$ cat src/rtl/diff_demo_pkg.sv
// Shared types and defaults for the diff NN demo load path.
// Holds the scatter FSM state type, error-bit positions and the default
// channel count / buffer depth used by the buffer write scatter blocks.
package diff_demo_pkg;

  typedef enum logic [1:0] {
    IDLE  = 2'd0,
    RUN   = 2'd1,
    DRAIN = 2'd2,
    DONE  = 2'd3
  } scatter_state_e;

  localparam int SCATTER_ERR_SHORT = 0;
  localparam int SCATTER_ERR_LONG  = 1;

  localparam int CONF_PE_COL       = 8;
  localparam int CONF_FM_BUF_DEPTH = 1024;

endpackage

$ cat src/rtl/diff_scatter_lane_map.sv
// Combinational routing of one stream beat onto N_CH write channels.
// Beat index k selects channels k*LANES .. k*LANES+LANES-1; byte j feeds
// channel k*LANES+j. A byte is enabled only when its keep bit is set and
// its element index (count of kept bytes before it) is below the number
// of elements still owed to the command. n_wr_o reports how many lanes fire.
module diff_scatter_lane_map
  import diff_demo_pkg::*;
#(
  parameter int LANES      = 8,
  parameter int N_CH       = CONF_PE_COL,
  parameter int ELEM_WIDTH = 8,
  parameter int LEN_WIDTH  = 16,
  parameter int KW         = 1,
  parameter int CW         = $clog2(LANES + 1)
) (
  input  logic [KW-1:0]                     beat_idx_i,
  input  logic [LANES*8-1:0]                tdata_i,
  input  logic [LANES-1:0]                  tkeep_i,
  input  logic [LEN_WIDTH-1:0]              remain_i,
  output logic [N_CH-1:0]                   ch_en_o,
  output logic [N_CH-1:0][ELEM_WIDTH-1:0]   ch_din_o,
  output logic [CW-1:0]                     n_wr_o
);

  logic [LANES-1:0]     lane_en;
  logic [LEN_WIDTH-1:0] prefix;

  // Per-lane enable: kept bytes are numbered in order and cut off at the remaining length
  always_comb begin
    lane_en = '0;
    prefix  = '0;
    n_wr_o  = '0;
    for (int j = 0; j < LANES; j++) begin
      if (tkeep_i[j]) begin
        if (prefix < remain_i) begin
          lane_en[j] = 1'b1;
          n_wr_o     = n_wr_o + CW'(1);
        end
        prefix = prefix + LEN_WIDTH'(1);
      end
    end
  end

  for (genvar c = 0; c < N_CH; c++) begin : g_ch
    localparam int J  = c % LANES;
    localparam int KB = c / LANES;
    assign ch_din_o[c] = tdata_i[J*8 +: ELEM_WIDTH];
    assign ch_en_o[c]  = lane_en[J] && (beat_idx_i == KW'(KB));
  end

endmodule

$ cat src/rtl/diff_stream_scatter.sv
// Scatters a DMA mm2s byte-packed payload round-robin over N_CH buffer
// write ports, one load command at a time. Writes are registered one cycle
// after each accepted beat; done pulses in the cycle of the last write.
// Optional feature macro: DIFF_SCATTER_CSUM_EN adds csum[31:0], the sum of
// all elements written by the current command.
module diff_stream_scatter
  import diff_demo_pkg::*;
#(
  parameter int  DATA_WIDTH = 64,
  parameter int  ELEM_WIDTH = 8,
  parameter int  N_CH       = CONF_PE_COL,
  parameter int  DEPTH      = CONF_FM_BUF_DEPTH,
  parameter int  LEN_WIDTH  = 16,
  localparam int LANES      = DATA_WIDTH / 8,
  localparam int AW         = $clog2(DEPTH)
) (
  input  logic                             clk,
  input  logic                             rst_n,
  input  logic                             cmd_valid,
  output logic                             cmd_ready,
  input  logic [AW-1:0]                    cmd_base_addr,
  input  logic [LEN_WIDTH-1:0]             cmd_len,
  input  logic                             cmd_ping_pong,
  input  logic [DATA_WIDTH-1:0]            s_axis_tdata,
  input  logic [LANES-1:0]                 s_axis_tkeep,
  input  logic                             s_axis_tlast,
  input  logic                             s_axis_tvalid,
  output logic                             s_axis_tready,
  output logic [N_CH-1:0][AW-1:0]          wr_addr,
  output logic [N_CH-1:0][ELEM_WIDTH-1:0]  wr_din,
  output logic [N_CH-1:0]                  wr_en,
  output logic [N_CH-1:0]                  wr_ping_pong,
  output logic                             done,
  output logic [1:0]                       err
`ifdef DIFF_SCATTER_CSUM_EN
  ,
  output logic [31:0]                      csum
`endif
);

  localparam int K  = N_CH / LANES;
  localparam int KW = (K > 1) ? $clog2(K) : 1;
  localparam int CW = $clog2(LANES + 1);

  if ((DATA_WIDTH % 8) != 0 || ELEM_WIDTH > 8 || ELEM_WIDTH < 1 ||
      N_CH < LANES || (N_CH % LANES) != 0) begin : g_bad_cfg
    $error("diff_stream_scatter: N_CH must be K*LANES and ELEM_WIDTH <= 8");
  end

  scatter_state_e state_q, state_d;

  logic [AW-1:0]        addr_q;
  logic [LEN_WIDTH-1:0] len_q;
  logic [LEN_WIDTH-1:0] cnt_q;
  logic [KW-1:0]        beat_q;
  logic                 pp_q;
  logic [1:0]           err_q;

  logic [N_CH-1:0]                 wr_en_q;
  logic [N_CH-1:0][AW-1:0]         wr_addr_q;
  logic [N_CH-1:0][ELEM_WIDTH-1:0] wr_din_q;

  logic                            cmd_acc;
  logic                            run_acc;
  logic                            drain_acc;
  logic [LEN_WIDTH-1:0]            remain;
  logic [LEN_WIDTH-1:0]            cnt_next;
  logic [N_CH-1:0]                 map_en;
  logic [N_CH-1:0][ELEM_WIDTH-1:0] map_din;
  logic [CW-1:0]                   map_nwr;

  assign cmd_acc   = cmd_valid && cmd_ready;
  assign run_acc   = s_axis_tvalid && (state_q == RUN);
  assign drain_acc = s_axis_tvalid && (state_q == DRAIN);
  assign remain    = len_q - cnt_q;
  assign cnt_next  = cnt_q + LEN_WIDTH'(map_nwr);

  diff_scatter_lane_map #(
    .LANES      (LANES),
    .N_CH       (N_CH),
    .ELEM_WIDTH (ELEM_WIDTH),
    .LEN_WIDTH  (LEN_WIDTH),
    .KW         (KW),
    .CW         (CW)
  ) u_lane_map (
    .beat_idx_i (beat_q),
    .tdata_i    (s_axis_tdata),
    .tkeep_i    (s_axis_tkeep),
    .remain_i   (remain),
    .ch_en_o    (map_en),
    .ch_din_o   (map_din),
    .n_wr_o     (map_nwr)
  );

  // FSM state register
  always_ff @(posedge clk or negedge rst_n) begin
    if (!rst_n) state_q <= IDLE;
    else        state_q <= state_d;
  end

  // FSM next state and handshake/status outputs
  always_comb begin
    state_d       = state_q;
    cmd_ready     = 1'b0;
    s_axis_tready = 1'b0;
    done          = 1'b0;
    case (state_q)
      IDLE: begin
        cmd_ready = 1'b1;
        if (cmd_valid) state_d = RUN;
      end
      RUN: begin
        s_axis_tready = 1'b1;
        if (s_axis_tvalid) begin
          if (s_axis_tlast)           state_d = DONE;
          else if (cnt_next >= len_q) state_d = DRAIN;
        end
      end
      DRAIN: begin
        s_axis_tready = 1'b1;
        if (s_axis_tvalid && s_axis_tlast) state_d = DONE;
      end
      DONE: begin
        done    = 1'b1;
        state_d = IDLE;
      end
      default: state_d = IDLE;
    endcase
  end

  // Command latch, element/row bookkeeping and error capture
  always_ff @(posedge clk or negedge rst_n) begin
    if (!rst_n) begin
      addr_q <= '0;
      len_q  <= '0;
      cnt_q  <= '0;
      beat_q <= '0;
      pp_q   <= 1'b0;
      err_q  <= '0;
    end else if (cmd_acc) begin
      addr_q <= cmd_base_addr;
      len_q  <= (cmd_len == '0) ? LEN_WIDTH'(1) : cmd_len;
      cnt_q  <= '0;
      beat_q <= '0;
      pp_q   <= cmd_ping_pong;
      err_q  <= '0;
    end else if (run_acc) begin
      cnt_q <= cnt_next;
      if (beat_q == KW'(K - 1)) begin
        beat_q <= '0;
        addr_q <= (addr_q == AW'(DEPTH - 1)) ? '0 : addr_q + AW'(1);
      end else begin
        beat_q <= beat_q + KW'(1);
      end
      if (s_axis_tlast) err_q[SCATTER_ERR_SHORT] <= (cnt_next < len_q);
    end else if (drain_acc && s_axis_tlast) begin
      err_q[SCATTER_ERR_LONG] <= 1'b1;
    end
  end

  // Registered write ports: strobes only for an accepted RUN beat
  always_ff @(posedge clk or negedge rst_n) begin
    if (!rst_n) begin
      wr_en_q   <= '0;
      wr_addr_q <= '0;
      wr_din_q  <= '0;
    end else begin
      wr_en_q <= run_acc ? map_en : '0;
      for (int c = 0; c < N_CH; c++) begin
        if (run_acc && map_en[c]) begin
          wr_addr_q[c] <= addr_q;
          wr_din_q[c]  <= map_din[c];
        end
      end
    end
  end

  assign wr_en        = wr_en_q;
  assign wr_addr      = wr_addr_q;
  assign wr_din       = wr_din_q;
  assign wr_ping_pong = {N_CH{pp_q}};
  assign err          = err_q;

`ifdef DIFF_SCATTER_CSUM_EN
  logic [31:0] beat_sum;
  logic [31:0] csum_q;

  // Sum of the elements enabled in the current beat
  always_comb begin
    beat_sum = '0;
    for (int c = 0; c < N_CH; c++) begin
      if (map_en[c]) beat_sum = beat_sum + 32'(map_din[c]);
    end
  end

  // Running checksum, updated together with the write registers
  always_ff @(posedge clk or negedge rst_n) begin
    if (!rst_n)       csum_q <= '0;
    else if (cmd_acc) csum_q <= '0;
    else if (run_acc) csum_q <= csum_q + beat_sum;
  end

  assign csum = csum_q;
`endif

endmodule
$ cat config.mk
export PLATFORM = sky130hd
export DESIGN_NAME = diff_stream_scatter
export DESIGN_NICKNAME = d
export VERILOG_FILES = /design/src/rtl/diff_demo_pkg.sv /design/src/rtl/diff_scatter_lane_map.sv /design/src/rtl/diff_stream_scatter.sv
export SDC_FILE = /design/constraint.sdc
export NUM_CORES = 1
export LEC_CHECK = 0
export BUFFER_PORTS_ARGS = -buffer_cell sky130_fd_sc_hd__buf_2
export CAP_MARGIN = 20
export CORE_MARGIN = 5
export CORE_UTILIZATION = 45
export CTS_BUF_LIST = sky130_fd_sc_hd__clkbuf_4
export DETAILED_ROUTE_END_ITERATION = 10
export GPL_ROUTABILITY_DRIVEN = 1
export GPL_TIMING_DRIVEN = 0
export PLACE_DENSITY = 0.69
export SETUP_SLACK_MARGIN = 0.02
export SYNTH_ARGS = -nofsm -noshare
export SYNTH_HDL_FRONTEND = slang
export SYNTH_SLANG_ARGS = --single-unit
$ cat constraint.sdc
create_clock -name clk -period 12.4 [get_ports clk]
set_clock_uncertainty 0.15 [all_clocks]
set_input_delay 2.48 -clock clk [delete_from_list [all_inputs] [get_ports clk]]
set_output_delay 2.48 -clock clk [all_outputs]
set_load 0.05 [all_outputs]
**Yosys cells after proc, flatten, opt, wreduce, memory -nomap -nowiden**

Index checks and enable logic that the tools add are counted.

- Add/sub/neg operators: 17
- $lt $le $gt $ge: 10
- Eq/ne operators: 10
- Mux-type cells: 64
- Bitwise logic cells: 1
- Reduce and logical (&&, ||, !) cells: 31

Operators by type and width:

| kind | number |
|---|---|
| $mux W16 | 9 |
| $lt A16 B16 Y1 | 7 |
| $add A16 B1 Y16 const B | 5 |
| $mux W4 | 15 |
| $mux W10 | 4 |
| $add A4 B1 Y4 const B | 7 |
| $mux W1 | 28 |
| $logic_and A1 B1 Y1 | 21 |
| $add A16 B4 Y16 | 1 |
| $ge A16 B16 Y1 | 1 |
| $logic_not A16 Y1 | 1 |
| $lt A1 B16 Y1 | 1 |
| $lt A1 B16 Y1 const A | 1 |
| $sub A16 B16 Y16 | 1 |
| $mux W2 | 6 |
| $add A10 B1 Y10 const B | 1 |
| $eq A10 B10 Y1 const B | 1 |
| $mux W8 | 1 |
| $pmux W2 S4 | 1 |
| $ne A2 B2 Y1 const B | 3 |
| $reduce_and A2 Y1 | 3 |
| $reduce_bool A2 Y1 | 3 |
| $eq A2 B2 Y1 const B | 2 |
| $ne A2 B1 Y1 const B | 2 |
| 8 further kinds | 8 |

- Register bits after elaboration: 200
- Input port bits: 104
- Output and inout bits: 165
- Word-level logic and storage cells: 158

**Depth between registers and ports, before layout**

Gate-level depths: netlist of run 1.

- Depth in word-level cells: 31
- Mapped depth: 51
- Depth with buffers taken out: 50

**Cells and area by module**

A second synthesis of run 1 with hierarchy kept.

- Cells, all modules: 1075
- Area total of the unflattened synthesis: 11765.0 um^2

By module, submodules not included:

| module | times used | cells each | area an instance (um^2) | sequential area each (um^2) |
|---|---|---|---|---|
| diff_stream_scatter | 1 | 786 | 9387.8 | 4979.8 |
| diff_scatter_lane_map | 1 | 289 | 2377.3 | 0.0 |

**Worst setup path before layout of run 1**

Ideal clock, no wire load.

- Kind: in2reg
- Start: in s_axis_tkeep[0]
- End: reg state_q[0]
- Library setup time: 87 ps
- Arrival: 10052 ps
- Data required time: 12163 ps
- Setup slack: 2111 ps
- Stages on the path: 41
- Path buffers: 0
- Path through: inv_1 ha_1 xor2_1 ha_1 mux2_2 ha_1 mux2i_1 inv_1 ha_1 nand2_1 o21ai_0 ha_1 mux2_2 ha_1 o21a_1 o21a_1 o21ai_1 a21oi_1 (+5 left out) a21o_1 a21oi_1 nor2b_1 o21a_1 and3_1 and3_1 and3_1 and3_1 nand3_1 xnor2_1 ha_1 nand4_1 or2_2 o221ai_1 nor4_1 nor3_1 o21ai_0 a22oi_1

- Longest elaborated chain between the ends: 26
- Elaborated cells on any way between the ends: 46
- Those cells by class: 14 x add/sub; 8 x order compare; 1 x eq/ne; 22 x mux; 1 x reduce/logical

RTL lines:

| what | line | RTL |
|---|---|---|
| from (decl) | diff_stream_scatter.sv:25 | `input logic [LANES-1:0] s_axis_tkeep,` |
| branches (longest 21 deep; another with $add A16 B1 Y16) | -- |  |
| $mux W4 (*) | diff_scatter_lane_map.sv:34 | `if (tkeep_i[j]) begin` |
| $add A16 B4 Y16 (*) | diff_stream_scatter.sv:76 | `assign cnt_next = cnt_q + LEN_WIDTH'(map_nwr);` |
| $ge A16 B16 Y1 (*) | diff_stream_scatter.sv:116 | `else if (cnt_next >= len_q) state_d = DRAIN;` |
| $ne A3 B2 Y1 (no line) (*) | -- |  |
| $reduce_and A4 Y1 (no line) (*) | -- |  |
| to (signal assigned) | diff_stream_scatter.sv:98 | `else state_q <= state_d;` |
| to (decl) | diff_stream_scatter.sv:50 | `scatter_state_e state_q, state_d;` |

Every way passes the cells marked *.
A chain may end at the register's enable or synchronous reset.

**Worst setup path after layout of run 1**

- Start: reg cnt_q[6]
- End: reg state_q[0]

- Longest elaborated chain between the ends: 29
- Elaborated cells on any way between the ends: 36
- Those cells by class: 9 x add/sub; 9 x order compare; 1 x eq/ne; 16 x mux; 1 x reduce/logical

RTL lines:

| what | line | RTL |
|---|---|---|
| from (decl) | diff_stream_scatter.sv:54 | `logic [LEN_WIDTH-1:0] cnt_q;` |
| from (signal assigned) | diff_stream_scatter.sv:148 | `cnt_q <= cnt_next;` |
| $sub A16 B16 Y16 | diff_stream_scatter.sv:75 | `assign remain = len_q - cnt_q;` |
| $lt A1 B16 Y1 | diff_scatter_lane_map.sv:35 | `if (prefix < remain_i) begin` |
| $mux W1 | diff_scatter_lane_map.sv:35 |  |
| $mux W4 | diff_scatter_lane_map.sv:34 |  |
| $add A4 B1 Y4 | diff_scatter_lane_map.sv:37 | `n_wr_o = n_wr_o + CW'(1);` |
| $mux W4 | diff_scatter_lane_map.sv:35 |  |
| $mux W4 | diff_scatter_lane_map.sv:34 |  |
| $add A4 B1 Y4 | diff_scatter_lane_map.sv:37 |  |
| (+13 left out) | -- |  |
| $mux W4 | diff_scatter_lane_map.sv:34 |  |
| $add A4 B1 Y4 | diff_scatter_lane_map.sv:37 |  |
| $mux W4 | diff_scatter_lane_map.sv:35 |  |
| $mux W4 | diff_scatter_lane_map.sv:34 |  |
| $add A16 B4 Y16 (*) | diff_stream_scatter.sv:76 |  |
| $ge A16 B16 Y1 (*) | diff_stream_scatter.sv:116 |  |
| $ne A3 B2 Y1 (no line) (*) | -- |  |
| $reduce_and A4 Y1 (no line) (*) | -- |  |

Mark *: on every way between the ends. The rest lies on a longest branch, timed or not.

==> PnR_summary.wiki, run 1 <==
{| class="wikitable"
! Metric !! Value
|-
| Power density relative to cell area || a little over 300 nW/um^2
|-
| Unrepaired setup endpoints after global routing || false
|-
| Post-route DRC violation count || 0
|-
| Maximum level of the CTS H-tree || 4
|-
| Worst Path Class, Setup || reg2reg
|-
| Largest net degree at the start of global routing || 105
|-
| Instance area at placement || 12,900 um^2
|-
| Total die area || 28,100 um^2
|-
| RR Endpoint || state_q[0]
|-
| Final Hold Slack || 0.341 ns
|-
| Outcome || completed
|-
| Design area || 13,300 um^2
|-
| Post-CTS clock slew at the launch and capture registers of the worst setup and hold paths || 0.18 ns
|-
| Final weighted congestion in routability-driven placement || roughly 0.9
|-
| Number of nets still failing antenna checks after routing || 0
|-
| Avg Cell Area, Syn || 9.25 um^2
|-
| Quantity of I/O buffers inserted on ports || about 260
|-
| Die Span Y || 168 um
|-
| Wire length of the first global-routing pass || 50,700 um
|-
| TNS Setup || 0 ns
|-
| Most numerous cell in the Yosys netlist || sky130_fd_sc_hd__nand2_1
|-
| Via-per-instance ratio || 5.14
|-
| Crit. Startpoint || cnt_q[6]
|-
| Synth Cell Area || approximately 11,000 um^2
|-
| Antenna violations before repair || 6
|-
| 1st-iter DRT viols || just under 500
|-
| IR drop worst, VDD || 0.177 mV
|-
| Effective utilization at floorplan || a little under half
|-
| Post-Route WL || 31,300 um
|-
| Core ar. || roughly 24,000 um^2
|-
| Startpoint type of the worst setup path || flop
|-
| Share of the synthesized area in the top cell type || 44.6%
|-
| Type of element capturing the critical path || flop
|-
| Most frequent cells after synthesis || sky130_fd_sc_hd__nand2_1, sky130_fd_sc_hd__dfrtp_1, sky130_fd_sc_hd__ha_1
|-
| CTS Root Buffer Type || sky130_fd_sc_hd__clkbuf_4
|-
| Total via count in the routed design || ~9,400
|-
| Total count of max-transition violations in the final report || 0
|-
| Number of global-route vias before repair || 9,675
|-
| Worst slew margin relative to its limit || 38.5%
|-
| Slew of the pin with the lowest slew margin || 0.919 ns
|-
| Post-CTS Hold Buffers || 0
|-
| CTS max path bufs || 2
|-
| Final min period || 11.39 ns
|-
| Seq pwr share || 26.0%
|-
| Critical Path Max Stage Delay || 0.70 ns
|-
| Switching share of power || 56.4%
|-
| Family with the most delay on the worst path || simple AND/OR/NAND/NOR gates
|-
| Setup WS pre-CTS || 0.777 ns
|-
| Path length in cells of the critical path || 50
|-
| Post-cts gate resize count || 0
|-
| GRT Total Usage || 22.1%
|-
| Part of the Yosys area used for sequential elements || ~45%
|-
| Number of warnings reported in the yosys synthesis log || 0
|-
| Final HPWL from detailed placement || about 24,000 um
|-
| Postcts setup bufs || 0
|-
| Bufs and invs on worst path || 5
|-
| Insertion delay of the later-clocked pin in the worst-skew pair || approximately 0.6 ns
|-
| CP required || 12.76 ns
|-
| Share of the cycle needed by the critical path after routing || 91.8%
|-
| Cell types with the largest area share after synthesis || sky130_fd_sc_hd__dfrtp_1, sky130_fd_sc_hd__nand2_1, sky130_fd_sc_hd__ha_1
|-
| Library cell with the largest summed area after synthesis || sky130_fd_sc_hd__dfrtp_1
|-
| NumNets Final || 1,678
|-
| Peak clock frequency supported by timing || 0.0878 GHz
|-
| Min setup slack post-route || 1.01 ns
|-
| Worst min-delay path startpoint || wr_addr[32]
|-
| # Max-Cap Violations || 0
|-
| Share of power burned in combinational logic || 64.5%
|-
| Lkg Pwr || 6.85 nW
|-
| Part of the power in the clock network || 9.4%
|-
| Dominant cell type by count on the critical path || sky130_fd_sc_hd__ha_1
|-
| Data arrival at the endpoint of the critical path || 11.74 ns
|-
| Count of flip-flops with a built-in enable after synthesis || 0
|-
| Sinks on Clock Net || 199
|-
| Hold WC Path Type || reg2reg
|-
| Area grow syn2layout || 19.1%
|-
| I/O pin count || 269
|-
| Number of instances in the synthesized netlist || 1,208
|-
| Termination of the worst setup path || state_q[0]
|-
| CTS buffer count || 17
|-
| CTS tree || done
|-
| Synthesized flop and latch total || 199
|-
| Count of cell types in the netlist || 79
|-
| Die width || 168 um
|-
| Count of standard-cell rows || 57
|-
| Ratio of cells with drive above 1 in the final layout || 25.9%
|-
| Average routed wire per standard cell || ~17 um
|-
| Share of synthesized registers carrying an async set or reset || 100%
|-
| Maximum fanout encountered on the critical timing path || 8
|-
| Pre-Repair DR Iteration Count || 5
|-
| GR Overflow Total || 0
|-
| Setup slack of the worst register-to-register path || 1.01 ns
|-
| Switch Pwr || 2.32 mW
|-
| Internal Dissipation || 1.80 mW
|-
| Startpoint of the lowest-slack register-to-register path || cnt_q[6]
|-
| Final setup violation count || 0
|-
| CP max stage cell || sky130_fd_sc_hd__nor4_1
|-
| Reg2reg path depth || 50
|-
| Hold violation total from the final report || 0
|-
| Most used flip-flop cell after synthesis || sky130_fd_sc_hd__dfrtp_1
|}
registers in the layout, indices dropped and copies added (netlist names):
| signal | flops |
|---|---|
| wr_en | 8 |
| wr_din | 64 |
| pp_q | 1 |
| state_q | 2 |
| addr_q | 10 |
| cnt_q | 16 |
| len_q | 16 |
| wr_addr | 80 |
| err | 2 |
kinds of logic after synthesis:
kind of cell | share of synthesized area (%)
compound gates | 11.1
xor+xnor | 5.58
fa+ha+maj | 8.87
buf+inv | 4.46
flops | 44.6
mux | 6.32
other cells | 0.0336
simple gates | 19.1
power by group through the flow:
| stage | logic, mW | registers, mW | clock network [mW] |
|---|---|---|---|
| 2_1_floorplan | 1.22 | 1.85 | 0 |
| 3_3_place_gp | 2.61 | 1.07 | 0 |
| 3_5_place_dp | 2.67 | 1.08 | 0 |
| 4_1_cts | 2.67 | 1.07 | 0.397 |
| 5_1_grt | 2.89 | 1.11 | 0.426 |
| 6_report | 2.66 | 1.07 | 0.389 |
cell type report:
type	count	area (um^2)
Inverter	60	225
Tap cell	324	405
Clock inverter	15	219
Multi-Input combinational cell	895	5710
Sequential cell	199	4980
Timing Repair Buffer	265	1360
Buffer	58	273
Antenna cell	2	5.00
Clock buffer	17	128
Fill cell	2285	11100
through the flow:
stage	power, mW	cells	util [%]
3_5_place_dp	3.75	1801	53.1
6_report	4.12	1835	54.5
4_1_cts	4.14	1833	54.5
5_1_grt	4.43	1835	54.5
2_1_floorplan	3.07	1212	-
3_3_place_gp	3.68	1800	52.9
cells in the final DEF, fill, tap and decap left out, types with 7 or more instances in the layout:
cell type	n
sky130_fd_sc_hd__nand4_1	7
sky130_fd_sc_hd__o21a_1	11
sky130_fd_sc_hd__clkbuf_4	17
sky130_fd_sc_hd__a21o_1	8
sky130_fd_sc_hd__nor3_1	10
sky130_fd_sc_hd__nand2_1	358
sky130_fd_sc_hd__ha_1	76
sky130_fd_sc_hd__buf_4	9
sky130_fd_sc_hd__xor2_1	16
sky130_fd_sc_hd__nor2_1	47
sky130_fd_sc_hd__mux2_1	8
sky130_fd_sc_hd__and2_1	7
sky130_fd_sc_hd__nand3_1	18
sky130_fd_sc_hd__and3_1	17
sky130_fd_sc_hd__nor4_1	9
sky130_fd_sc_hd__clkbuf_1	36
sky130_fd_sc_hd__o21ai_0	52
sky130_fd_sc_hd__inv_1	55
sky130_fd_sc_hd__xnor2_1	48
sky130_fd_sc_hd__a211oi_1	8
sky130_fd_sc_hd__a21oi_1	41
sky130_fd_sc_hd__buf_2	274
sky130_fd_sc_hd__mux2_2	50
sky130_fd_sc_hd__dfrtp_1	199
sky130_fd_sc_hd__nor2b_1	7
worst min-delay path by stage:
stage | depth (start not counted) | slack [ns] | to
2_1_floorplan | 2 | 0.37 | cnt_q[2]
3_3_place_gp | 2 | 0.30 | wr_addr[46]
3_5_place_dp | 2 | 0.31 | wr_din[13]
4_1_cts | 2 | 0.35 | wr_addr[13]
5_1_grt | 2 | 0.37 | wr_addr[13]
6_report | 2 | 0.34 | wr_addr[32]
metal layers:
metal | up-vias | part of all wire, % | GRT usage, % | wire [um]
met4 | 8 | 1.6 | 4.94 | 489
met5 | - | 0.093 | 0 | 29
met2 | 243 | 49 | 37.8 | 15300
met1 | 4515 | 42 | 27.4 | 13200
met3 | 31 | 7.4 | 7.33 | 2310
li1 | 4629 | - | - | -
tightest hold or removal path, delay by kind of cell, from the launching register on:
kind             cells  cell delay (ns)
DFF                  1             0.38
and+or+nand+nor      2             0.10
No activity file was read; power rests on OpenSTA's default activity.
==> run 2: changes to the inputs <==
--- a/config.mk
+++ b/config.mk
@@ -5,15 +5,16 @@
 export SDC_FILE = /design/constraint.sdc
 export NUM_CORES = 1
 export LEC_CHECK = 0
-export BUFFER_PORTS_ARGS = -buffer_cell sky130_fd_sc_hd__buf_2
-export CAP_MARGIN = 20
+export CELL_PAD_IN_SITES_DETAIL_PLACEMENT = 1
+export CELL_PAD_IN_SITES_GLOBAL_PLACEMENT = 2
 export CORE_MARGIN = 5
-export CORE_UTILIZATION = 45
+export CORE_UTILIZATION = 40
 export CTS_BUF_LIST = sky130_fd_sc_hd__clkbuf_4
 export DETAILED_ROUTE_END_ITERATION = 10
+export DONT_BUFFER_PORTS = 1
 export GPL_ROUTABILITY_DRIVEN = 1
 export GPL_TIMING_DRIVEN = 0
-export PLACE_DENSITY = 0.69
+export PLACE_DENSITY_LB_ADDON = 0.1
 export SETUP_SLACK_MARGIN = 0.02
 export SYNTH_ARGS = -nofsm -noshare
 export SYNTH_HDL_FRONTEND = slang
==> run 2 against run 1 <==
Register-to-register slack improved by 0.10 ns. Worst setup slack improved by 0.10 ns. Utilization fell by 11 points. Count of clock-buffer cells in the layout did not move. Highest routed layer unchanged. Non-clock buffer count fell by 265. Critical path depth rose by 1. Cell count fell by 11%. Die area rose by 12%.
==> PnR_summary.wiki, run 2 (synthesis gave the netlist of run 1 again) <==
{| class="wikitable"
! Metric !! Value
|-
| Max reg flops || 80 (unchanged)
|-
| Instance area at placement || 11,700 um^2 (-10%)
|-
| Die Span Y || 177 um (+5.7%)
|-
| Hold violation total from the final report || 0 (unchanged)
|-
| Final HPWL from detailed placement || 24,500 um (+1.1%)
|-
| Path length in cells of the critical path || 51 (+2.0%)
|-
| Count of standard-cell rows || 61 (+7.0%)
|-
| # Max-Cap Violations || 0 (unchanged)
|-
| Via-per-instance ratio || 5.19 (+1.1%)
|-
| Insertion delay of the later-clocked pin in the worst-skew pair || 0.60 ns (about the same)
|-
| Maximum level of the CTS H-tree || 4 (unchanged)
|-
| Worst Path Class, Setup || reg2reg
|-
| Data arrival at the endpoint of the critical path || 11.68 ns (-0.06 ns)
|-
| Post-CTS clock slew at the launch and capture registers of the worst setup and hold paths || 0.23 ns (+0.05 ns)
|-
| Leading cell types in the layout, fill and taps excluded || sky130_fd_sc_hd__nand2_1, sky130_fd_sc_hd__dfrtp_1, sky130_fd_sc_hd__ha_1, sky130_fd_sc_hd__inv_1, sky130_fd_sc_hd__o21ai_0
|-
| Number of nets still failing antenna checks after routing || 0 (unchanged)
|-
| Antenna violations before repair || 3 (-3)
|-
| Total die area || 31,400 um^2 (+12%)
|-
| Effective utilization at floorplan || 40.3% (-5.5 points)
|-
| Total via count in the routed design || 8,435 (-11%)
|-
| Critical Path Max Stage Delay || 0.41 ns (-0.29 ns)
|-
| Reg2reg path depth || 51 (+2.0%)
|-
| Final min period || 11.29 ns (-0.102 ns)
|-
| I/O pin count || 269 (unchanged)
|-
| CP required || 12.80 ns (+0.04 ns)
|-
| Quantity of I/O buffers inserted on ports || 0 (-100%)
|-
| Slew of the pin with the lowest slew margin || 1.17 ns (+0.255 ns)
|-
| Sinks on Clock Net || 199 (unchanged)
|-
| Final setup violation count || 0 (unchanged)
|-
| Design area || 12,000 um^2 (-9.9%)
|-
| Commonest non-fill, non-tap cell in the layout || sky130_fd_sc_hd__nand2_1
|-
| GR Overflow Total || 0 (unchanged)
|-
| Bufs and invs on worst path || 5 (unchanged)
|-
| GRT Total Usage || 20.7% (-1.4 points)
|-
| Post-route DRC violation count || 0 (unchanged)
|-
| CTS tree || done
|-
| Final weighted congestion in routability-driven placement || 0.783 (-13%)
|-
| Wire length of the first global-routing pass || 51,500 um (+1.6%)
|-
| CTS max path bufs || 2 (unchanged)
|-
| Core ar. || 27,700 um^2 (+14%)
|-
| CP max stage cell || sky130_fd_sc_hd__dfrtp_1
|-
| CTS buffer count || 17 (unchanged)
|-
| Postcts setup bufs || 0 (unchanged)
|-
| Type of element capturing the critical path || flop
|-
| Area grow syn2layout || 7.27%
|-
| TNS Setup || 0 ns (unchanged)
|-
| Post-CTS Hold Buffers || 0 (unchanged)
|-
| Ratio of cells with drive above 1 in the final layout || 10.0% (-16 points)
|-
| Share of the cycle needed by the critical path after routing || 91.0% (-0.82 points)
|-
| Die width || 177 um (+5.7%)
|-
| Dominant cell type by count on the critical path || sky130_fd_sc_hd__ha_1
|-
| Final Hold Slack || 0.453 ns (+0.112 ns)
|-
| Worst slew margin relative to its limit || 21.5% (-17 points)
|-
| Post-cts gate resize count || 0 (unchanged)
|-
| Number of global-route vias before repair || 9,070 (-6.3%)
|-
| Outcome || completed
|-
| Peak clock frequency supported by timing || 0.0886 GHz (+0.90%)
|-
| CTS Root Buffer Type || sky130_fd_sc_hd__clkbuf_4
|-
| 1st-iter DRT viols || 352 (-29%)
|-
| Unrepaired setup endpoints after global routing || false
|-
| Hold WC Path Type || reg2reg
|-
| Average routed wire per standard cell || 19.9 um (+17%)
|-
| Family with the most delay on the worst path || compound AO/OA/AOI/OAI gates
|-
| Post-Route WL || 32,300 um (+3.2%)
|-
| Number of stages on the worst hold path || 2 (unchanged)
|-
| Maximum fanout encountered on the critical timing path || 9 (+1)
|-
| Startpoint type of the worst setup path || flop
|-
| Largest net degree at the start of global routing || 200 (+90%)
|-
| Pre-Repair DR Iteration Count || 6 (+1)
|-
| Total count of max-transition violations in the final report || 0 (unchanged)
|-
| Fin util || 43.2% (-11 points)
|-
| NumNets Final || 1,413 (-16%)
|}
## run 2: per-stage QoR
step	setup WS [ns]	instances
floorplan	2.11	1212
global placement	0.902	1590
detailed placement	0.910	1590
CTS	1.06	1622
global route	0.309	1624
finish	1.11	1624
## run 2: layer usage
layer	global-route usage, %	vias to the layer above	routed length, um	part of all wire (%)
li1	-	4088	-	-
met1	26.1	4187	13700	42
met2	34.7	144	15900	49
met3	7.43	14	2380	7.4
met4	3.87	2	250	0.77
met5	0	-	13	0.040
## run 2: worst reg2reg max path, delay by kind of cell, from the launching register on
| kind | cells | cell delay, ns |
|---|---|---|
| adders and majority gates | 9 | 2.75 |
| xor gates and xnor gates | 2 | 0.25 |
| muxes | 2 | 0.52 |
| and+or+nand+nor | 16 | 3.08 |
| DFF | 1 | 0.41 |
| AOI/OAI and AO/OA | 17 | 3.60 |
| buffers and inverters | 5 | 0.54 |
## run 2: path summary, 6_finish.rpt
kind | to | start | slack [ns]
max | state_q[0] | len_q[0] | 1.11
min | cnt_q[3] | cnt_q[3] | 0.45
max reg2reg | state_q[0] | len_q[0] | 1.11
min reg2reg | cnt_q[3] | cnt_q[3] | 0.45
max in group asynchronous | wr_addr[30] | rst_n | 10.38
min in group asynchronous | wr_din[37] | rst_n | 1.37
## run 2: layout make-up
class	count	area, um^2
multi-input combinational	895	5710
fill	3254	15700
clock buffer	17	128
antenna	2	5.00
buffer	58	273
clock inverter	15	191
tap	378	473
inverter	60	225
sequential	199	4980
Power of run 2 is left out: the tool's default activity adds up to more than one toggle a clock period on the data nets, which glitch-free logic cannot reach.
